## src/rtl/poca_pkg.sv

```systemverilog
// Shared definitions for the POCA multi-channel cycle timer.
//   timer_state_t : per-channel FSM state (IDLE, ARMED, RUN, DONE)
//   TIMER_STATE_W : encoding width of timer_state_t
package poca_pkg;

  localparam int unsigned TIMER_STATE_W = 2;

  typedef enum logic [TIMER_STATE_W-1:0] {
    IDLE,
    ARMED,
    RUN,
    DONE
  } timer_state_t;

endpackage

```

## src/rtl/poca_timer_ch.sv

```systemverilog
// One channel of the POCA cycle down-counter.
// Ports:
//   clk, rst     : clock, asynchronous active-high reset
//   cnt_load     : pulse, count = reload = cycle, go ARMED
//   cycle        : load value (WIDTH bits)
//   cnt_start    : pulse, ARMED -> RUN, or DONE -> RUN with count reloaded
//   cnt_hold     : level, freezes the count while in RUN
//   cnt_abort    : pulse, go IDLE with count and flags cleared
//   auto_reload  : level, sampled at terminal count
//   done_ack     : pulse, clears cnt_done / cnt_ovf
//   cnt_done     : sticky terminal flag
//   done_pulse   : one cycle high after each terminal event
//   cnt_ovf      : sticky, terminal event seen while cnt_done already set
//   cnt_busy     : channel is in RUN
//   cnt_val      : current count
module poca_timer_ch
  import poca_pkg::*;
#(
  parameter int unsigned WIDTH = 32
) (
  input  logic             clk,
  input  logic             rst,
  input  logic             cnt_load,
  input  logic [WIDTH-1:0] cycle,
  input  logic             cnt_start,
  input  logic             cnt_hold,
  input  logic             cnt_abort,
  input  logic             auto_reload,
  input  logic             done_ack,
  output logic             cnt_done,
  output logic             done_pulse,
  output logic             cnt_ovf,
  output logic             cnt_busy,
  output logic [WIDTH-1:0] cnt_val
);

  timer_state_t     state_q, state_d;
  logic [WIDTH-1:0] count_q, count_d;
  logic [WIDTH-1:0] reload_q, reload_d;
  logic             done_q, done_d;
  logic             ovf_q, ovf_d;
  logic             pulse_q, pulse_d;
  logic             terminal;

  always_ff @(posedge clk or posedge rst) begin
    if (rst) begin
      state_q  <= IDLE;
      count_q  <= '0;
      reload_q <= '0;
      done_q   <= 1'b0;
      ovf_q    <= 1'b0;
      pulse_q  <= 1'b0;
    end else begin
      state_q  <= state_d;
      count_q  <= count_d;
      reload_q <= reload_d;
      done_q   <= done_d;
      ovf_q    <= ovf_d;
      pulse_q  <= pulse_d;
    end
  end

  always_comb begin
    state_d  = state_q;
    count_d  = count_q;
    reload_d = reload_q;
    done_d   = done_q;
    ovf_d    = ovf_q;
    terminal = 1'b0;

    if (cnt_abort) begin
      state_d = IDLE;
      count_d = '0;
      done_d  = 1'b0;
      ovf_d   = 1'b0;
    end else if (cnt_load) begin
      state_d  = ARMED;
      count_d  = cycle;
      reload_d = cycle;
      done_d   = 1'b0;
      ovf_d    = 1'b0;
    end else begin
      // Ack is applied first so a same-cycle terminal event overrides it;
      // overrun still looks at the registered (pre-ack) done flag.
      if (done_ack) begin
        done_d = 1'b0;
        ovf_d  = 1'b0;
      end
      case (state_q)
        ARMED: if (cnt_start) state_d = RUN;
        DONE: begin
          if (cnt_start) begin
            count_d = reload_q;
            done_d  = 1'b0;
            state_d = RUN;
          end
        end
        RUN: begin
          if (!cnt_hold) begin
            // A count of 0 is not terminal: it wraps to all-ones, giving 2^WIDTH cycles.
            if (count_q == WIDTH'(1)) terminal = 1'b1;
            else                      count_d  = count_q - WIDTH'(1);
          end
        end
        default: ;
      endcase
      if (terminal) begin
        done_d = 1'b1;
        if (done_q) ovf_d = 1'b1;
        if (auto_reload) begin
          count_d = reload_q;
        end else begin
          count_d = '0;
          state_d = DONE;
        end
      end
    end
  end

  assign pulse_d    = terminal;
  assign cnt_done   = done_q;
  assign done_pulse = pulse_q;
  assign cnt_ovf    = ovf_q;
  assign cnt_busy   = (state_q == RUN);
  assign cnt_val    = count_q;

endmodule

```

## src/rtl/poca_multi_timer.sv

```systemverilog
// NCH independent POCA cycle down-counters. Bit / slice i of every vector
// belongs to channel i; multi-bit slices are [i*WIDTH +: WIDTH].
// Ports:
//   clk, rst                         : clock, asynchronous active-high reset
//   cnt_load, cnt_start, cnt_abort   : per-channel command pulses
//   cnt_hold, auto_reload            : per-channel levels
//   done_ack                         : per-channel flag clear
//   cycle                            : per-channel load values
//   cnt_done, done_pulse, cnt_ovf    : per-channel status flags
//   cnt_busy                         : per-channel RUN indicator
//   cnt_val                          : per-channel current count
module poca_multi_timer #(
  parameter int unsigned WIDTH = 32,
  parameter int unsigned NCH   = 4
) (
  input  logic                 clk,
  input  logic                 rst,
  input  logic [NCH-1:0]       cnt_load,
  input  logic [NCH*WIDTH-1:0] cycle,
  input  logic [NCH-1:0]       cnt_start,
  input  logic [NCH-1:0]       cnt_hold,
  input  logic [NCH-1:0]       cnt_abort,
  input  logic [NCH-1:0]       auto_reload,
  input  logic [NCH-1:0]       done_ack,
  output logic [NCH-1:0]       cnt_done,
  output logic [NCH-1:0]       done_pulse,
  output logic [NCH-1:0]       cnt_ovf,
  output logic [NCH-1:0]       cnt_busy,
  output logic [NCH*WIDTH-1:0] cnt_val
);

  for (genvar g = 0; g < NCH; g++) begin : g_ch
    poca_timer_ch #(
      .WIDTH(WIDTH)
    ) u_ch (
      .clk        (clk),
      .rst        (rst),
      .cnt_load   (cnt_load[g]),
      .cycle      (cycle[g*WIDTH +: WIDTH]),
      .cnt_start  (cnt_start[g]),
      .cnt_hold   (cnt_hold[g]),
      .cnt_abort  (cnt_abort[g]),
      .auto_reload(auto_reload[g]),
      .done_ack   (done_ack[g]),
      .cnt_done   (cnt_done[g]),
      .done_pulse (done_pulse[g]),
      .cnt_ovf    (cnt_ovf[g]),
      .cnt_busy   (cnt_busy[g]),
      .cnt_val    (cnt_val[g*WIDTH +: WIDTH])
    );
  end

endmodule

```

## config.mk

```make
export PLATFORM = sky130hd
export DESIGN_NAME = poca_multi_timer
export DESIGN_NICKNAME = d
export VERILOG_FILES = /design/src/rtl/poca_pkg.sv /design/src/rtl/poca_timer_ch.sv /design/src/rtl/poca_multi_timer.sv
export SDC_FILE = /design/constraint.sdc
export NUM_CORES = 1
export LEC_CHECK = 0
export BUFFER_PORTS_ARGS = -buffer_cell sky130_fd_sc_hd__buf_4
export CAP_MARGIN = 20
export CORE_MARGIN = 5
export CORE_UTILIZATION = 51
export CTS_CLUSTER_DIAMETER = 60
export DETAILED_ROUTE_END_ITERATION = 12
export PLACE_DENSITY = 0.78
export SETUP_SLACK_MARGIN = 0.3
export SLEW_MARGIN = 20
export SYNTH_ARGS = -nofsm -noshare
export SYNTH_HDL_FRONTEND = slang
export SYNTH_SLANG_ARGS = --single-unit
```

## constraint.sdc

```tcl
create_clock -name clk -period 8.25 [get_ports clk]
set_clock_uncertainty 0.15 [all_clocks]
set_input_delay 1.2375 -clock clk [delete_from_list [all_inputs] [get_ports clk]]
set_output_delay 1.2375 -clock clk [all_outputs]
set_load 0.02 [all_outputs]
```

* Word-level counts from Yosys, hierarchy flattened *
Index checks and enable logic that the tools add are counted.

storage, ports and cells
  bits in registers = 276
  latch bits = 0
  memory bits (writable) = 0
  bits in read-only memories = 0
  input port bits = 154
  word-level logic and storage cells = 204
  memories = 0

operators by class
  add/subtract/negate cells = 4
  multipliers = 0
  divide/modulo/power cells = 0
  magnitude comparators = 0
  equality and inequality tests = 28
  shift-type cells = 0
  muxes and demuxes = 128
  bitwise logic cells = 4
  reductions and logical operators = 16

operators by type and width
  operator                                                                  count
  32-bit two-way mux                                                        28
  32-bit one-hot mux with 2 select lines                                    4
  32-bit by 1-bit equality test with 1-bit output (second input constant)   4
  32-bit by 1-bit subtractor with 32-bit output (second input constant)     4
  1-bit two-way mux                                                         72
  2-bit two-way mux                                                         24
  5-bit inequality test (second input constant)                             8
  5-bit by 4-bit inequality test with 1-bit output (second input constant)  4
  5-bit nonzero test                                                        4
  2-bit equality test (second input constant)                               8
  4-bit AND reduction                                                       4
  2-bit by 1-bit equality test with 1-bit output (second input constant)    4
  2-bit AND reduction                                                       4
  2-bit OR reduction                                                        4
  1-bit inverter                                                            4

* Logic depth before layout (Yosys ltp) *
Gate-level depths: netlist of run 1.

  word-level depth = 9
  mapped depth = 11
  mapped depth without buffers = 8

* Hierarchy *
A second synthesis of run 1 with hierarchy kept.

second synthesis, totals
  cells, all modules = 1858
  area, all modules = 15808.9 um2

modules (own cells, without submodules)
  module                             times used  cells an instance  area each (um2)  seq. area each (um2)
  poca_timer_ch at g_ch[1].u_ch ...  2           457                3912.5           1726.7
  poca_timer_ch at g_ch[0].u_ch      1           478                4040.1           1726.7
  poca_timer_ch at g_ch[3].u_ch      1           466                3943.8           1726.7

* Least setup slack after synthesis of run 1 *
Ideal clock, no wire load.

  path kind = reg-to-reg
  start = register g_ch[2].u_ch.count_q[20]
  end = register g_ch[2].u_ch.count_q[13]
  setup time = 0.126 ns
  data arrival time = 3.123 ns
  path slack = 4.851 ns
  stages on the path, launching flop included = 12
  path buffers = 5
  path through = dfrtp_1 > or4_4 > buf_6 > or4_4 > buf_6 > or4_4 > buf_6 > and2_1 > buf_6 > buf_6 > a221oi_2 > o21ai_1

on the way
  longest elaborated chain between the ends = 9
  elaborated cells between the ends (all ways) = 14
  those cells by class = 4 x eq/ne; 8 x mux; 2 x reduce/logical

ends and longest elaborated chain
  element                                                        line                  text
  start, declared                                                poca_timer_ch.sv:38   logic [WIDTH-1:0] count_q, count_d;
  start signal, assigned                                         poca_timer_ch.sv:55   count_q <= count_d;
  32-bit by 1-bit equality test with 1-bit output (*)            poca_timer_ch.sv:101  if (count_q == WIDTH'(1)) terminal = 1'b1;
  branches (longest 8 deep; another with 5-bit inequality test)  --

Mark *: on every way between the ends. The select of a mux whose other input is x is not followed.
A chain may end at the register's enable or synchronous reset.

* Worst setup path in the final report of run 1 *
  start = register g_ch[0].u_ch.state_q[0]
  end = register g_ch[0].u_ch.count_q[24]

on the way
  longest elaborated chain between the ends = 7
  elaborated cells between the ends (all ways) = 14
  those cells by class = 5 x eq/ne; 7 x mux; 2 x reduce/logical

ends and longest elaborated chain
  element                                                        line                 text
  start, declared                                                poca_timer_ch.sv:37  timer_state_t state_q, state_d;
  start signal, assigned                                         poca_timer_ch.sv:54  state_q <= state_d;
  branches (longest 7 deep; another with 5-bit inequality test)  --
  end signal, assigned                                           poca_timer_ch.sv:55
  end, declared                                                  poca_timer_ch.sv:38

Parallel ways; which one is timed is not known. The select of a mux whose other input is x is not followed.

==> results of run 1 <==
## placed cells by master (no fill, tap or decap), types with 35 or more instances in the layout
cell / netlist / routed
a21oi_1: 92 / 91
buf_4: 16 / 328
dfrtp_1: 276 / 276
inv_1: 36 / 35
nand2_1: 445 / 445
nor2_1: 99 / 96
nor3_1: 50 / 50
nor4_1: 49 / 49
o21ai_0: 107 / 106
xor2_1: 40 / 40
## how the worst max path moves through the flow
stage / start / to / slack (ns) / cells after the start
3_3_place_gp: cnt_hold[0] / g_ch[0].u_ch.cnt_val[18] / 4.32 / 7
4_1_cts: g_ch[0].u_ch.state_q[0] / g_ch[0].u_ch.cnt_val[24] / 4.18 / 7
6_report: g_ch[0].u_ch.state_q[0] / g_ch[0].u_ch.cnt_val[24] / 4.01 / 7
2_1_floorplan: rst / g_ch[0].u_ch.cnt_done / 3.21 / 1
5_1_grt: g_ch[0].u_ch.state_q[0] / g_ch[0].u_ch.cnt_val[18] / 3.70 / 7
3_5_place_dp: cnt_hold[0] / g_ch[0].u_ch.cnt_val[24] / 4.13 / 7
## per-stage QoR
step           cell area [um2]  cells  hold slack (ns)
3_3_place_gp             17700   2400            0.295
5_1_grt                  18600   2455            0.338
6_report                 18600   2455            0.311
3_5_place_dp             17700   2400            0.298
2_1_floorplan            15200   1813            0.287
4_1_cts                  18600   2455            0.311
## critical path, delay by kind of cell (launching register included)
family,cells,cell delay [ns]
and+or+nand+nor,4,2.45
AOI/OAI and AO/OA,2,0.52
buffers and inverters,1,0.61
DFF,1,0.39
## logic make-up (layout without fill, tap and decap cells)
logic type      after synthesis  after routing  share of synthesized area
compound gates              452            452                      0.200
xor+xnor                     50             50                     0.0287
fa+ha+maj                     8              8                    0.00657
buf+inv                     169            421                     0.0481
flops                       276            276                      0.453
mux                           2              2                    0.00131
simple gates                856            856                      0.262
## area by class of cell
type | count | area, um2 | area share
clock inverters | 14 | 123 | 0.00658
repair buffers | 330 | 2490 | 0.134
flip-flops and latches | 276 | 6910 | 0.370
well taps | 390 | 488 | 0.0262
clock buffers | 41 | 853 | 0.0458
inverters | 36 | 139 | 0.00745
multi-input cells | 1368 | 7650 | 0.410
## registers in the layout (all words and copies together), names as in the netlist
signal	cells
g_ch.u_ch.done_pulse	4
g_ch.u_ch.cnt_done	4
g_ch.u_ch.cnt_ovf	4
g_ch.u_ch.reload_q	128
g_ch.u_ch.state_q	8
g_ch.u_ch.cnt_val	128
## layer usage
layer / up-vias / part of all wire / wire length, um / global-route usage
met4: 0 / 0.030 / 1430 / 0.0909
li1: 7003 / - / - / -
met1: 7338 / 0.41 / 19700 / 0.397
met5: - / 0 / 0 / 0
met2: 821 / 0.46 / 22000 / 0.432
met3: 112 / 0.097 / 4640 / 0.0510
## where the power goes
part,switching (W),internal (W)
Clock,0.000561,0.000782
Sequential,0.000139,0.00149
Combinational,0.000429,0.000291
==> impl_metrics.yaml, run 1 <==
cts:
  cts_root_buf: "clkbuf_16"
  htree_levels: 1
  post_cts_buffers: 0
  cts_tree: "built"
  clk_latency_ns: 0.56
  cts_resized: 0
  clockBufferDepth: 3
  path_clk_slew_ns: 0.06
  cts_hold_buf: 0
  cts_buffers: 31
  cts.sinks: 276
run:
  cap_violations: 0
drt:
  totalWireLength_um: 47800
  drc: 0
  vias: 15300
  routedWlPerCell_um: 19.5
  drt-vias-per-instance: 6.22
  first_iter_violations: 1603
  firstDrtPassIters: 5
  ant_nets: 0
sta:
  slew_headroom: 0.258
  setup_violations: 0
  tns_ns: 0
  worst_slew_pin_slew_ns: 1.11
  period_minus_slack_ns: 4.24
  rsz0062_at_grt: "no"
  setup_ws_ns: 4.01
  slew_violations: 0
  hold_violations: 0
  max_freq_mhz: 236
  post-route-period-util: 0.514
placement:
  dp_slack_ns: 4.13
  gp_congestion: 0.917
  numPortBuffers: 297
  hpwlAfterDp_um: 32100
pwr:
  total_power_w: 0.00369
  powerDensity_nw_per_um2: 198
  cellLeakagePower_nw: 8.85
  peakVddDrop_uv: 149
critical_path:
  crit_fanout: 23
  r2r_slack_ns: 4.01
  rr_worst_depth: 7
  crit_chain: "nand2b_1, inv_1, nand4_1, nor4_1, nand2b_1, a221oi_1, a211oi_1"
  arrival_ns: 4.54
  start_kind: "flop"
  cpMostUsedCell: "nand2b_1"
  slowest_stage: "nand2b_1"
  timing.rr.start: "g_ch[0].u_ch.state_q[0]"
  critical_path_class: "flop to flop"
  required_ns: 8.55
  cpPeakStageDelay_ns: 0.94
  endpoint_kind: "flop"
  rr_endpoint: "g_ch[0].u_ch.cnt_val[24]"
yosys:
  postSynthCellCount: 1813
  synthTopCellsByArea: "dfrtp_1 (45%), nand2_1 (11%), o21ai_0 (3.5%)"
  synth_top_cell_area_share: 0.453
  synth_fp_nets: 1975
  synthTopCellsByCount: "nand2_1 (445), dfrtp_1 (276), o21ai_0 (107)"
  synth.distinct_cells: 69
  yosysSeqAreaShare: 0.453
  ys_async_sr_fraction: 1.00
  synth.most_common_cell: "nand2_1"
  synth-seq-cells: 276
  syn_avg_cell_area_um2: 8.40
  netlist_area_um2: 15200
  synthFlopType: "dfrtp_1"
  yosys_warnings: 0
  synth.largest_area_cell: "dfrtp_1"
  synth_edf_count: 0
final_layout:
  nFillCells: 2502
  postLayoutCoreUtil: 0.631
  diodes: 0
  area_growth_pct: 22.4
  drive_gt1_frac: 0.205
  fin_nets: 2205
floorplan:
  die-area_um2: 33400
  core_area_um2: 29600
  io-pin-count: 298
  fp.dieH_um: 183
  placementRows: 63
  die_w_um: 183
  initial_utilization: 0.515
grt:
  gr-total-overflow: 0
  antenna_found_initial: 0
  grt_max_degree: 140
  grt_pass1_wl_um: 77900
  grt_pass1_vias: 14800
  grt_use_total: 0.278
hold_path:
  hp-class: "flop to flop"
  hold_start: "g_ch[1].u_ch.reload_q[14]"
  whs_path_depth: 2
  min_to: "g_ch[1].u_ch.cnt_val[14]"
run_status:
  status: "finished, final reports clean"
Note: power is estimated with default switching activity, not from simulation.
==> inputs of run 2 (changes only) <==
--- a/config.mk
+++ b/config.mk
@@ -5,10 +5,11 @@
 export SDC_FILE = /design/constraint.sdc
 export NUM_CORES = 1
 export LEC_CHECK = 0
+export ABC_AREA = 1
 export BUFFER_PORTS_ARGS = -buffer_cell sky130_fd_sc_hd__buf_4
 export CAP_MARGIN = 20
 export CORE_MARGIN = 5
-export CORE_UTILIZATION = 51
+export CORE_UTILIZATION = 53
 export CTS_CLUSTER_DIAMETER = 60
 export DETAILED_ROUTE_END_ITERATION = 12
 export PLACE_DENSITY = 0.78
==> constraint.sdc (replaced) <==
create_clock -name clk -period 3.7 [get_ports clk]
set_clock_uncertainty 0.15 [all_clocks]
set_input_delay 0.555 -clock clk [delete_from_list [all_inputs] [get_ports clk]]
set_output_delay 0.555 -clock clk [all_outputs]
set_load 0.02 [all_outputs]
==> impl_metrics.yaml, run 2 <==
run_status:
  status: "finished, final reports clean"
critical_path:
  start_kind: "flop"
  critical_path_class: "flop to primary output"
  endpoint_kind: "primary output"
  r2r_slack_ns: 1.08
  timing.rr.start: "g_ch[1].u_ch.cnt_val[13]"
  arrival_ns: 2.02
  rr_worst_depth: 12
  required_ns: 2.99
  crit_fanout: 24
  rr_endpoint: "g_ch[1].u_ch.cnt_val[21]"
floorplan:
  placementRows: 70
  initial_utilization: 0.535
  fp.dieH_um: 202
  core_area_um2: 36400
  die-area_um2: 40700
  die_w_um: 202
  io-pin-count: 298
yosys:
  ys_async_sr_fraction: 1.00
  yosys_warnings: 0
  synth_edf_count: 0
  synthFlopType: "dfrtp_1"
  synth_top_cell_area_share: 0.354
  synth.most_common_cell: "nand2_1"
  synth.distinct_cells: 40
  synthTopCellsByArea: "dfrtp_1 (35%), nand2_1 (18%), nor2_1 (8.7%)"
  netlist_area_um2: 19500
  synth-seq-cells: 276
  postSynthCellCount: 3130
  syn_avg_cell_area_um2: 6.23
  synth.largest_area_cell: "dfrtp_1"
  yosysSeqAreaShare: 0.354
  synthTopCellsByCount: "nand2_1 (959), nor2_1 (453), inv_1 (391)"
  synth_fp_nets: 3292
cts:
  htree_levels: 2
  cts_tree: "built"
  cts.sinks: 276
  clk_latency_ns: 0.55
  clockBufferDepth: 3
  path_clk_slew_ns: 0.06
  cts_root_buf: "clkbuf_16"
  cts_resized: 0
  cts_buffers: 36
sta:
  setup_violations: 0
  worst_slew_pin_slew_ns: 1.03
  post-route-period-util: 0.736
  hold_violations: 0
  slew_violations: 0
  max_freq_mhz: 367
  setup_ws_ns: 0.977
  slew_headroom: 0.309
  period_minus_slack_ns: 2.72
  rsz0062_at_grt: "no"
drt:
  first_iter_violations: 1643
  drc: 0
  firstDrtPassIters: 6
  drt-vias-per-instance: 5.52
  vias: 21200
  ant_nets: 0
  routedWlPerCell_um: 16.4
  totalWireLength_um: 63000
placement:
  placed_cells: 3782
  hpwlAfterDp_um: 44200
  numPortBuffers: 297
  dp_slack_ns: 0.897
  gp_congestion: 0.928
hold_path:
  min_to: "g_ch[2].u_ch.state_q[0]"
  whs_path_depth: 2
  hp-class: "primary input to flop"
  hold_start: "cnt_abort[2]"
grt:
  grt_use_total: 0.304
  gr-total-overflow: 0
  grt_max_degree: 110
  grt_pass1_vias: 20500
  antenna_found_initial: 2
  grt_pass1_wl_um: 104000
final_layout:
  fin_nets: 3515
  final_common_cell: "nand2_1"
  area_growth_pct: 18.7
  layout_common_cells: "nand2_1 (959), nor2_1 (444), inv_1 (390)"
  final_cells: 3846
  drive_gt1_frac: 0.145
pwr:
  peakVddDrop_uv: 372
  cellLeakagePower_nw: 12.2
  powerDensity_nw_per_um2: 426
run:
  cap_violations: 0
run 2: changes by cell type in the layout (fill, tap and decap cells not counted), moves of 53 or more:
cell     change
o21ai_0     +53
inv_1      +355
nor2_1     +348
nand2_1    +514
nand3_1    +291
a21oi_1    +128
run 2: cell type report:
class | instances | area (um2)
Antenna cell | 2 | 5.00
Clock buffer | 47 | 1010
Clock inverter | 14 | 200
Fill cell | 3340 | 13300
Inverter | 408 | 1540
Multi-Input combinational cell | 2298 | 10300
Sequential cell | 276 | 6910
Tap cell | 468 | 586
Timing Repair Buffer | 333 | 2530
run 2: worst max-delay path, stage by stage, from the launching register on:
cell and delay [ns]:
dfrtp_1 0.40, inv_1 0.08, nand2_1 0.14, buf_4 0.25
inv_2 0.37, buf_4 0.23
run 2: how the worst max path moves through the flow:
| stage | start | to | slack (ns) | cells after the start |
|---|---|---|---|---|
| detailed placement | cnt_abort[1] | g_ch[1].u_ch.cnt_val[4] | 0.90 | 7 |
| floorplan | rst | g_ch[0].u_ch.cnt_done | -0.66 | 1 |
| CTS | g_ch[3].u_ch.state_q[0] | cnt_busy[3] | 0.94 | 5 |
| global placement | cnt_abort[1] | g_ch[1].u_ch.cnt_val[4] | 0.96 | 7 |
| finish | g_ch[3].u_ch.state_q[0] | cnt_busy[3] | 0.98 | 5 |
| global route | g_ch[3].u_ch.state_q[0] | cnt_busy[3] | 0.82 | 5 |
run 2: timing repair:
item / in CTS / in global routing
hold buffers: 1 / 0
buffers inserted: 0 / 0
endpoints found under the hold margin: 15 / 0
run 2: kinds of logic after synthesis:
| kind of cell | share of synthesized area |
|---|---|
| simple gates | 0.389 |
| xor+xnor | 0.00180 |
| compound gates | 0.124 |
| mux | 0.00809 |
| buf+inv | 0.117 |
| flops | 0.354 |
| fa+ha+maj | 0.00514 |
run 2: layer usage:
layer,track usage,vias up,routed length (um),share of wire
li1,-,10300,-,-
met1,0.412,9947,26400,0.42
met2,0.493,862,29500,0.47
met3,0.0464,127,5060,0.080
met4,0.116,0,2080,0.033
met5,0,-,0,0
run 2: where the power goes:
group	leakage, nW	switching (W)	total, W	internal, W
sequential	3.44	0.000432	0.00380	0.00337
combinational	8.13	0.00148	0.00238	0.000892
clock	0.596	0.00140	0.00367	0.00227
run 2: through the flow:
stage	power, W	cell area, um2	utilization	hold slack [ns]	TNS, ns
after CTS	0.00988	23100	0.634	0.0189	0
after global placement	0.00612	21900	0.601	0.327	0
after detailed placement	0.00619	21900	0.601	0.325	0
after floorplan	0.00528	19500	-	0.308	-181.16
after global routing	0.0104	23100	0.635	0.0475	0
final	0.00985	23100	0.635	0.0434	0
==> inputs of run 3 (changes only) <==
--- a/config.mk
+++ b/config.mk
@@ -9,10 +9,10 @@
 export BUFFER_PORTS_ARGS = -buffer_cell sky130_fd_sc_hd__buf_4
 export CAP_MARGIN = 20
 export CORE_MARGIN = 5
-export CORE_UTILIZATION = 53
+export CORE_UTILIZATION = 59
 export CTS_CLUSTER_DIAMETER = 60
 export DETAILED_ROUTE_END_ITERATION = 12
-export PLACE_DENSITY = 0.78
+export PLACE_DENSITY = 0.82
 export SETUP_SLACK_MARGIN = 0.3
 export SLEW_MARGIN = 20
 export SYNTH_ARGS = -nofsm -noshare
==> constraint.sdc (replaced) <==
create_clock -name clk -period 2.8 [get_ports clk]
set_clock_uncertainty 0.15 [all_clocks]
set_input_delay 0.42 -clock clk [delete_from_list [all_inputs] [get_ports clk]]
set_output_delay 0.42 -clock clk [all_outputs]
set_load 0.02 [all_outputs]
==> impl_metrics.yaml, run 3 (synthesized netlist as in run 2, its figures left out) <==
run_status:
  status: "finished, final reports clean"
floorplan:
  fp.dieH_um: 192
  die_w_um: 192
  io-pin-count: 298
  placementRows: 66
  core_area_um2: 32500
  initial_utilization: 0.599
  die-area_um2: 36800
final_layout:
  fin_nets: 3663
  final_cells: 3970
  drive_gt1_frac: 0.147
  layout_common_cells: "nand2_1 (959), nor2_1 (442), inv_1 (390)"
  area_growth_pct: 26.4
  final_common_cell: "nand2_1"
  postLayoutCoreUtil: 0.757
critical_path:
  crit_fanout: 21
  endpoint_kind: "primary output"
  start_kind: "flop"
  critical_path_class: "flop to primary output"
  required_ns: 2.23
  rr_worst_depth: 10
  arrival_ns: 1.85
sta:
  period_minus_slack_ns: 2.42
  post-route-period-util: 0.863
  max_freq_mhz: 414
  worst_slew_pin_slew_ns: 0.727
  rsz0062_at_grt: "no"
  hold_violations: 0
  setup_ws_ns: 0.383
  setup_violations: 0
  slew_headroom: 0.515
  slew_violations: 0
drt:
  firstDrtPassIters: 9
  drt-vias-per-instance: 5.61
  drc: 0
  vias: 22300
  routedWlPerCell_um: 17.0
  totalWireLength_um: 67500
  first_iter_violations: 1983
  ant_nets: 0
run:
  cap_violations: 0
pwr:
  cellLeakagePower_nw: 12.8
  peakVddDrop_uv: 584
  total_power_w: 0.0130
  powerDensity_nw_per_um2: 530
cts:
  cts_root_buf: "clkbuf_16"
  path_clk_slew_ns: 0.06
  htree_levels: 2
  post_cts_buffers: 0
  clockBufferDepth: 3
  cts.sinks: 276
  cts_buffers: 35
  cts_tree: "built"
  clk_latency_ns: 0.54
grt:
  grt_pass1_wl_um: 109000
  gr-total-overflow: 0
  grt_use_total: 0.362
  grt_max_degree: 55
  antenna_found_initial: 1
  grt_pass1_vias: 21800
placement:
  placed_cells: 3784
  numPortBuffers: 297
  dp_slack_ns: 0.434
  hpwlAfterDp_um: 45900
  gp_congestion: 0.958
hold_path:
  hp-class: "primary input to flop"
  whs_path_depth: 3
==> run 3: cell count changes in the layout (fill, tap and decap cells not counted), moves of 4 or more <==
cell,change
buf_12,+10
buf_4,+16
dlygate4sd3_1,+121
clkbuf_1,+4
==> run 3: final cells by class <==
type	instances	area [um2]
multi-input cells	2298	10400
fillers	2555	7910
flip-flops and latches	276	6910
repair buffers	482	4080
inverters	408	1540
clock buffers	51	1030
well taps	442	553
clock inverters	12	124
diodes	1	2.50
==> run 3: what timing repair did <==
item	4_1_cts	5_1_grt
endpoints found under the hold margin	136	0
gates resized for setup	1	11
hold buffers	122	0
setup endpoints to repair	1	36
==> run 3: critical path, cell delays in order, from the launching register on <==
cell     delay, ns
dfrtp_1       0.40
inv_1         0.09
nand2_2       0.06
buf_4         0.21
inv_1         0.10
buf_4         0.26
buf_4         0.19
==> run 3: worst paths after layout <==
| kind | from | endpoint | slack (ns) |
|---|---|---|---|
| setup / recovery | g_ch[1].u_ch.state_q[0] | cnt_busy[1] | 0.38 |
| hold / removal | cycle[112] | g_ch[3].u_ch.reload_q[16] | 0.01 |
| setup reg to reg | g_ch[3].u_ch.cnt_val[0] | g_ch[3].u_ch.cnt_val[22] | 0.45 |
| hold reg to reg | g_ch[2].u_ch.reload_q[1] | g_ch[2].u_ch.reload_q[1] | 0.35 |
| max in group asynchronous | rst | g_ch[0].u_ch.reload_q[19] | 1.34 |
| min in group asynchronous | rst | g_ch[1].u_ch.cnt_ovf | 0.44 |
==> run 3: per-stage QoR <==
step,hold WS (ns),area [um2],setup TNS (ns)
after floorplan,0.308,19500,-392.30
after detailed placement,0.330,22200,0
after global placement,0.324,22200,0
after CTS,0.00198,24600,0
after global routing,0.00999,24600,0
final,0.0144,24600,0
==> run 3: per-layer routing <==
metal	track usage	part of all wire	routed length [um]	vias up
met2	0.587	0.46	31100	1221
met5	0	0.00015	10	-
met4	0.174	0.049	3290	2
met1	0.474	0.39	26400	10200
met3	0.0600	0.098	6610	242
li1	-	-	-	10600
==> run 3: where the power goes <==
group,internal [W],leakage [nW],switching (W)
sequential,0.00445,3.44,0.000564
clock,0.00274,0.555,0.00187
combinational,0.00134,8.82,0.00208
total,0.00853,12.8,0.00451
